`src/rtl/pc_fetch_unit.sv`:
```
// Program counter and fetch control for the 16-bit instruction memory.
// Pairs each returned word with its byte address and handles stall, branch redirect and halt.
module pc_fetch_unit #(
    parameter int                ADDR_W   = 16,
    parameter logic [ADDR_W-1:0] RESET_PC = '0,
    parameter logic [3:0]        HALT_OP  = 4'hE
) (
    input  logic              clk,
    input  logic              rst,
    input  logic              stall,
    input  logic              br_taken,
    input  logic [ADDR_W-1:0] br_target,
    output logic [ADDR_W-1:0] imem_addr,
    input  logic [15:0]       imem_data,
    output logic [15:0]       if_instr,
    output logic [ADDR_W-1:0] if_pc,
    output logic              if_valid,
    output logic              halted,
    output logic [15:0]       instr_count
);

    // state | meaning
    // FILL  | first fetch after reset, nothing displayed yet
    // RUN   | streaming instructions to the decoder
    // HALT  | halt opcode accepted, fetch frozen until reset
    typedef enum logic [1:0] {
        FILL = 2'd0,
        RUN  = 2'd1,
        HALT = 2'd2
    } state_t;

    state_t            state, state_next;
    logic [ADDR_W-1:0] pc, pc_next;
    logic [ADDR_W-1:0] target;
    logic              valid_next;
    logic              halted_next;
    logic [15:0]       count_next;
    logic              halt_seen;

    localparam logic [ADDR_W-1:0] STEP = ADDR_W'(2);

    assign if_instr  = imem_data;
    assign target    = {br_target[ADDR_W-1:1], 1'b0};
    assign halt_seen = (imem_data[15:12] == HALT_OP);

    always_ff @(posedge clk or negedge rst) begin
        if (!rst) begin
            state       <= FILL;
            pc          <= RESET_PC;
            if_pc       <= '0;
            if_valid    <= 1'b0;
            halted      <= 1'b0;
            instr_count <= 16'h0000;
        end else begin
            state       <= state_next;
            pc          <= pc_next;
            if_pc       <= imem_addr;
            if_valid    <= valid_next;
            halted      <= halted_next;
            instr_count <= count_next;
        end
    end

    always_comb begin
        state_next  = state;
        pc_next     = pc;
        valid_next  = if_valid;
        halted_next = halted;
        count_next  = instr_count;
        imem_addr   = pc;
        case (state)
            FILL: begin
                pc_next    = pc + STEP;
                valid_next = 1'b1;
                state_next = RUN;
            end
            RUN: begin
                if (br_taken) begin
                    imem_addr  = target;
                    pc_next    = target + STEP;
                    valid_next = 1'b1;
                end else if (stall) begin
                    imem_addr = if_pc;
                end else if (if_valid) begin
                    count_next = instr_count + 16'd1;
                    if (halt_seen) begin
                        // Park the memory on the halt word itself so the address stays put.
                        imem_addr   = if_pc;
                        state_next  = HALT;
                        valid_next  = 1'b0;
                        halted_next = 1'b1;
                    end else begin
                        pc_next = pc + STEP;
                    end
                end
            end
            HALT: begin
                imem_addr = if_pc;
            end
            default: begin
                state_next = FILL;
            end
        endcase
    end

endmodule
```
`config.mk`:
```
export PLATFORM = sky130hd
export DESIGN_NAME = pc_fetch_unit
export DESIGN_NICKNAME = d
export VERILOG_FILES = /design/src/rtl/pc_fetch_unit.sv
export SDC_FILE = /design/constraint.sdc
export NUM_CORES = 1
export LEC_CHECK = 0
export CAP_MARGIN = 15
export CORE_MARGIN = 4
export CORE_UTILIZATION = 35
export DETAILED_ROUTE_END_ITERATION = 8
export PLACE_DENSITY_LB_ADDON = 0.05
export SLEW_MARGIN = 0
export SYNTH_ARGS = -nofsm -noshare
export SYNTH_HDL_FRONTEND = slang
export SYNTH_SLANG_ARGS = --single-unit
```
`constraint.sdc`:
```
create_clock -name clk -period 5.7 [get_ports clk]
set_input_delay 1.425 -clock clk [delete_from_list [all_inputs] [get_ports clk]]
set_output_delay 1.425 -clock clk [all_outputs]
set_load 0.05 [all_outputs]
```
==> impl_metrics.tcl, run 1 <==
set metrics [dict create \
    drt_pass1_iterations 4 \
    cts_hold_buf 0 \
    start_util_pct 36.0 \
    yosysSeqAreaShare_pct 43.4 \
    die_area_um2 9930 \
    synth_nets 350 \
    cts.sinks 51 \
    nets 408 \
    avgSynthCellArea_um2 9.54 \
    fillers 835 \
    rsz0062_at_grt "no" \
    slew-limit-headroom_pct 39.2 \
    ys_types 52 \
    clockBufferDepth 2 \
    hold_path.class "reg -> reg" \
    cp_data_required_time_ns 4.28 \
    rr_startpoint "state[1]" \
    max_stage_delay_ns 0.48 \
    drv_cap 0 \
    io_pins 102 \
    drtIter0Drc 172 \
    wl_per_cell_um 16.9 \
    yosys_warnings 0 \
    clk_pin_slew_ns 0.10 \
    grt_first_pass_wirelength_um 13500 \
    outcome "complete, no violations" \
    cts_setup_buffers 0 \
    layout_min_cycle_time_ns 4.93 \
    cts_root_buf "clkbuf_8" \
    avgViaCountPerCell 5.33 \
    gr-total-overflow 0 \
    place_area_um2 3630 \
    worst_setup_path_start_kind "input pin" \
    grt.total_usage_pct 17.0 \
    tightest_slew_ns 0.908 \
    rrSetupSlack_ns 3.40 \
    cts_tree "done" \
    antenna_found_initial 0 \
    crit_end "imem_addr[11]" \
    synth_ff_type "dfrtp_1" \
    period_share_pct 86.5 \
    r2r-end "pc[5]" \
    p_leak_nw 1.59 \
    ys_ff_latch 51 \
    worstPathArrival_ns 3.50 \
    rows 33 \
    fmax_mhz 203 \
    clock_skew_ns 0.00845 \
    cts_resized 0 \
    setup_violations 0 \
    async_flop_share_pct 100 \
    path_cells "clkdlybuf4s50_1 -> and4b_1 -> a21oi_2 -> nor2_1 -> o21a_1 -> a221o_1 -> buf_4" \
    design.core.area_um2 8180 \
    powerDensity_nw_per_um2 607 \
    port_buffers 76 \
    dp_slack_ns 0.749 \
    insertion_delay_ns 0.31 \
    grt_max_degree 52 \
    die_h_um 99.6 \
    endpoint_kind "output port" \
    setup_slack_ns 0.772 \
    place_hpwl_um 5700 \
    reg2reg_depth 7 \
    crit_slowest_cell "clkdlybuf4s50_1" \
    min-delay-start "instr_count[15]" \
    ant_nets 0 \
    synth_area_um2 2940 \
    diodes 0 \
    design_area_um2 3740 \
    finalWeightedCongestion 0.807 \
    tns_ns 0 \
    dr_total_vias 2514 \
    cts_inserted_buffers 5 \
    drt_wl_total_um 7970 \
    drv_slew 0 \
    ctsHtreeMaxLevel 2 \
    synthCells 308 \
    irDropWorstVdd_uv 412 \
    drive_above_1_share_pct 9.81 \
    worstPathMaxFanout 15 \
    grt_pass1_vias 2572 \
    path_class "in -> out" \
    final_hold_viol_count 0 \
    area_growth_pct 27.4 \
    crit_path_start "imem_data[12]" \
    die_w_um 99.6 \
    synth_edf_count 0 \
    drc 0 \
]
[registers in the layout (all words and copies together), names as in the netlist]
signal	count
if_valid	1
halted	1
instr_count	16
if_pc	16
pc	15
state	2
[worst max-delay path, delay by kind of cell]
kind	cells	cell delay, ns
AND/OR/NAND/NOR	2	0.29
AO/OA/AOI/OAI	3	1.09
buffers and inverters	2	0.68
[final cells by class]
cell class	count	area [um^2]	area share, %
Multi-Input combinational cell	221	1450	38.8
Sequential cell	51	1280	34.1
Timing Repair Buffer	79	738	19.7
Tap cell	105	131	3.51
Clock buffer	5	68.8	1.84
Clock inverter	3	47.5	1.27
Inverter	8	30.0	0.802
[through the flow]
stage | utilization [%] | hold WS [ns] | cells | total power [W]
floorplan | - | 0.484 | 308 | 0.00160
global placement | 44.4 | 0.462 | 464 | 0.00201
detailed placement | 44.4 | 0.466 | 464 | 0.00202
CTS | 45.8 | 0.486 | 472 | 0.00230
global route | 45.8 | 0.516 | 472 | 0.00242
finish | 45.8 | 0.477 | 472 | 0.00227
[layout by cell type, fill, tap and decap left out, types with 3 or more instances in the layout]
master           instances
clkdlybuf4s50_1         59
xnor2_1                 16
ha_1                     6
inv_1                    8
o21ai_0                  6
a21oi_1                 16
buf_4                   19
a211oi_1                 3
nor3_1                   7
a31oi_1                  3
xor2_1                  11
o21ai_1                  5
and3_1                  17
dfrtp_1                 51
o22ai_1                  4
nand4_1                  6
nor4_1                   5
a221o_1                 14
nand2_1                 30
clkbuf_8                 5
and2_1                   3
nor2_1                  20
a311oi_1                 3
nand3_1                 14
[synth_stat cells (2+ instances only)]
| master | number | area (um^2) |
|---|---|---|
| ha_1 | 6 | 75.1 |
| nand3_1 | 14 | 70.1 |
| dfrtp_1 | 51 | 1280 |
| nand2_1 | 30 | 113 |
| or2_1 | 2 | 12.5 |
| nor4_1 | 5 | 31.3 |
| xor2_1 | 11 | 96.3 |
| and2_1 | 3 | 18.8 |
| o21bai_1 | 2 | 15.0 |
| nor3_1 | 7 | 35.0 |
| buf_4 | 16 | 120 |
| buf_2 | 6 | 30.0 |
| nor2b_1 | 2 | 12.5 |
| o21ai_0 | 6 | 30.0 |
| xnor2_1 | 16 | 140 |
| inv_1 | 8 | 30.0 |
| a21oi_1 | 16 | 80.1 |
| a31oi_1 | 3 | 18.8 |
| a211oi_1 | 3 | 22.5 |
| and3_1 | 17 | 106 |
| nand4_1 | 6 | 37.5 |
| nor2_1 | 20 | 75.1 |
| o22ai_1 | 4 | 25.0 |
| a21oi_2 | 2 | 17.5 |
| a311oi_1 | 3 | 26.3 |
| mux2_2 | 2 | 22.5 |
| o21ai_1 | 5 | 25.0 |
| clkbuf_1 | 5 | 18.8 |
| a221o_1 | 14 | 140 |
[how the worst min path moves through the flow]
stage / endpoint / slack, ns / depth (start not counted)
after floorplan: pc[15] / 0.48 / 1
after global placement: instr_count[15] / 0.46 / 1
after detailed placement: instr_count[15] / 0.47 / 1
after CTS: instr_count[15] / 0.49 / 1
after global routing: instr_count[15] / 0.52 / 1
final: instr_count[15] / 0.48 / 1
[metal layers]
| layer | GRT usage [%] | wire length, um |
|---|---|---|
| met4 | 4.31 | 63 |
| met5 | 0 | 0 |
| met3 | 3.09 | 398 |
| met1 | 24.3 | 3840 |
| met2 | 26.6 | 3660 |
[cell families (layout without fill, tap and decap cells)]
family	after synthesis	after routing	synth area share, %
muxes	3	3	1.15
AOI/OAI and AO/OA	68	68	16.6
and+or+nand+nor	117	117	21.0
adders and majority gates	6	6	2.55
xor gates and xnor gates	27	27	8.05
buffers and inverters	36	95	7.15
DFF	51	51	43.4
[report_power, final]
part / switching, W / internal, W / total, W
clock network: 0.000135 / 0.000133 / 0.000268
registers: 0.000136 / 0.000493 / 0.000629
logic: 0.000933 / 0.000444 / 0.00138
total: 0.00120 / 0.00107 / 0.00227
(Power assumes the default switching activity.)
==> run 2, diff against run 1 <==
CELL_PAD_IN_SITES_DETAIL_PLACEMENT = 1   (was not set)
CELL_PAD_IN_SITES_GLOBAL_PLACEMENT = 2   (was not set)
CORE_UTILIZATION = 25   (was 35)
SLEW_MARGIN = 20   (was 0)
==> run 2 against run 1 <==
Worst setup slack lost 0.062 ns. Cell area grew 2.8%. Worst hold slack lost 0.0082 ns. Power grew 6.2%. Critical path type unchanged.
==> impl_metrics.tcl, run 2 (synthesis results as in run 1) <==
set metrics [dict create \
    outcome "complete, no violations" \
    clockBufferDepth 2 \
    die_area_um2 13600 \
    start_util_pct 25.6 \
    worstPathArrival_ns 3.57 \
    crit_slowest_cell "a221o_1" \
    avgViaCountPerCell 5.06 \
    grt_max_degree 52 \
    fmax_mhz 200 \
    path_cells "clkdlybuf4s50_1 -> and4b_1 -> a21oi_2 -> nor2_1 -> o21a_1 -> a221o_1 -> buf_4" \
    io_pins 102 \
    crit_path_start "imem_data[12]" \
    drtIter0Drc 134 \
    post-place-cells 502 \
    rsz0062_at_grt "no" \
    place_hpwl_um 7410 \
    dr_total_vias 2573 \
    layout_min_cycle_time_ns 4.99 \
    grt.total_usage_pct 14.9 \
    die_h_um 116 \
    crit_end "imem_addr[10]" \
    slew-limit-headroom_pct 44.0 \
    powerDensity_nw_per_um2 627 \
    path_class "in -> out" \
    hold_path.class "reg -> reg" \
    drv_slew 0 \
    worst_setup_path_start_kind "input pin" \
    final_common_cell "clkdlybuf4s50_1" \
    area_growth_pct 31.0 \
    cp_data_required_time_ns 4.28 \
    ctsHtreeMaxLevel 2 \
    seq_area_um2 1280 \
    drc 0 \
    cts_hold_buf 0 \
    clk_pin_slew_ns 0.07 \
    max_stage_delay_ns 0.49 \
    clock_skew_ns 0.00521 \
    cts_setup_buffers 0 \
    endpoint_kind "output port" \
    diodes 0 \
    cts_tree "done" \
    tns_ns 0 \
    p_leak_nw 1.61 \
    drt_pass1_iterations 4 \
    crit_cells 7 \
    ant_nets 0 \
    rows 39 \
    drive_above_1_share_pct 9.56 \
    die_w_um 116 \
    cts_root_buf "clkbuf_16" \
    critPathBufInv 2 \
    whs_ns 0.469 \
    gr-total-overflow 0 \
    fin_cells 509 \
    cts_resized 0 \
    wl_per_cell_um 19.4 \
    largestRegisters "if_pc x16, instr_count x16, pc x15" \
    drt_wl_total_um 9860 \
    setup_violations 0 \
    cts_inserted_buffers 5 \
    final_hold_viol_count 0 \
    fillers 1343 \
    drv_cap 0 \
    design.core.area_um2 11500 \
    port_buffers 76 \
    crit_family "compound AO/OA/AOI/OAI gates" \
    period_share_pct 87.5 \
    antenna_found_initial 0 \
    irDropWorstVdd_uv 270 \
    tightest_slew_ns 0.836 \
    r2r-end "instr_count[13]" \
    rr_startpoint "state[1]" \
    multi_input_area_um2 1450 \
    insertion_delay_ns 0.30 \
    grt_pass1_vias 2701 \
    rrSetupSlack_ns 3.44 \
    worstPathMaxFanout 15 \
    cts.sinks 51 \
    layout_common_cells "clkdlybuf4s50_1, dfrtp_1, nand2_1, nor2_1, buf_4" \
    finalWeightedCongestion 0.750 \
    reg2reg_depth 7 \
    grt_first_pass_wirelength_um 15400 \
    nets 408 \
]
==> run 2: how the worst min path moves through the flow <==
stage                          from         endpoint  slack [ns]  depth (start not counted)
CTS                 instr_count[15]  instr_count[15]        0.48                          1
global placement    instr_count[15]  instr_count[15]        0.46                          1
finish              instr_count[15]  instr_count[15]        0.47                          1
detailed placement           halted           halted        0.47                          1
global route        instr_count[15]  instr_count[15]        0.51                          1
floorplan                    pc[15]           pc[15]        0.48                          1
==> run 2: routing by layer <==
layer  wire (um)  GRT usage [%]
met3         499           3.47
met4         110           3.63
met1        4850           20.8
met5           0              0
met2        4400           23.4
==> run 2: power by group <==
part           leakage, nW  internal [W]  switching [W]
logic                0.902      0.000458       0.000956
clock network       0.0759      0.000205       0.000147
registers            0.631      0.000494       0.000153
total                 1.61       0.00116        0.00126
==> run 2: metrics by stage <==
| step | setup WS, ns | instance area, um^2 | utilization [%] | total power [W] |
|---|---|---|---|---|
| floorplan | 1.45 | 2940 | - | 0.00160 |
| global placement | 0.703 | 3690 | 32.2 | 0.00207 |
| detailed placement | 0.689 | 3690 | 32.2 | 0.00209 |
| CTS | 0.685 | 3850 | 33.6 | 0.00245 |
| global route | 0.593 | 3850 | 33.6 | 0.00256 |
| finish | 0.710 | 3850 | 33.6 | 0.00241 |
==> run 2: area by class of cell <==
class | count | share of cell area [%]
inverters | 8 | 0.780
flip-flops and latches | 51 | 33.1
well taps | 143 | 4.65
repair buffers | 79 | 19.5
multi-input cells | 221 | 37.7
clock buffers | 5 | 3.25
clock inverters | 2 | 0.975
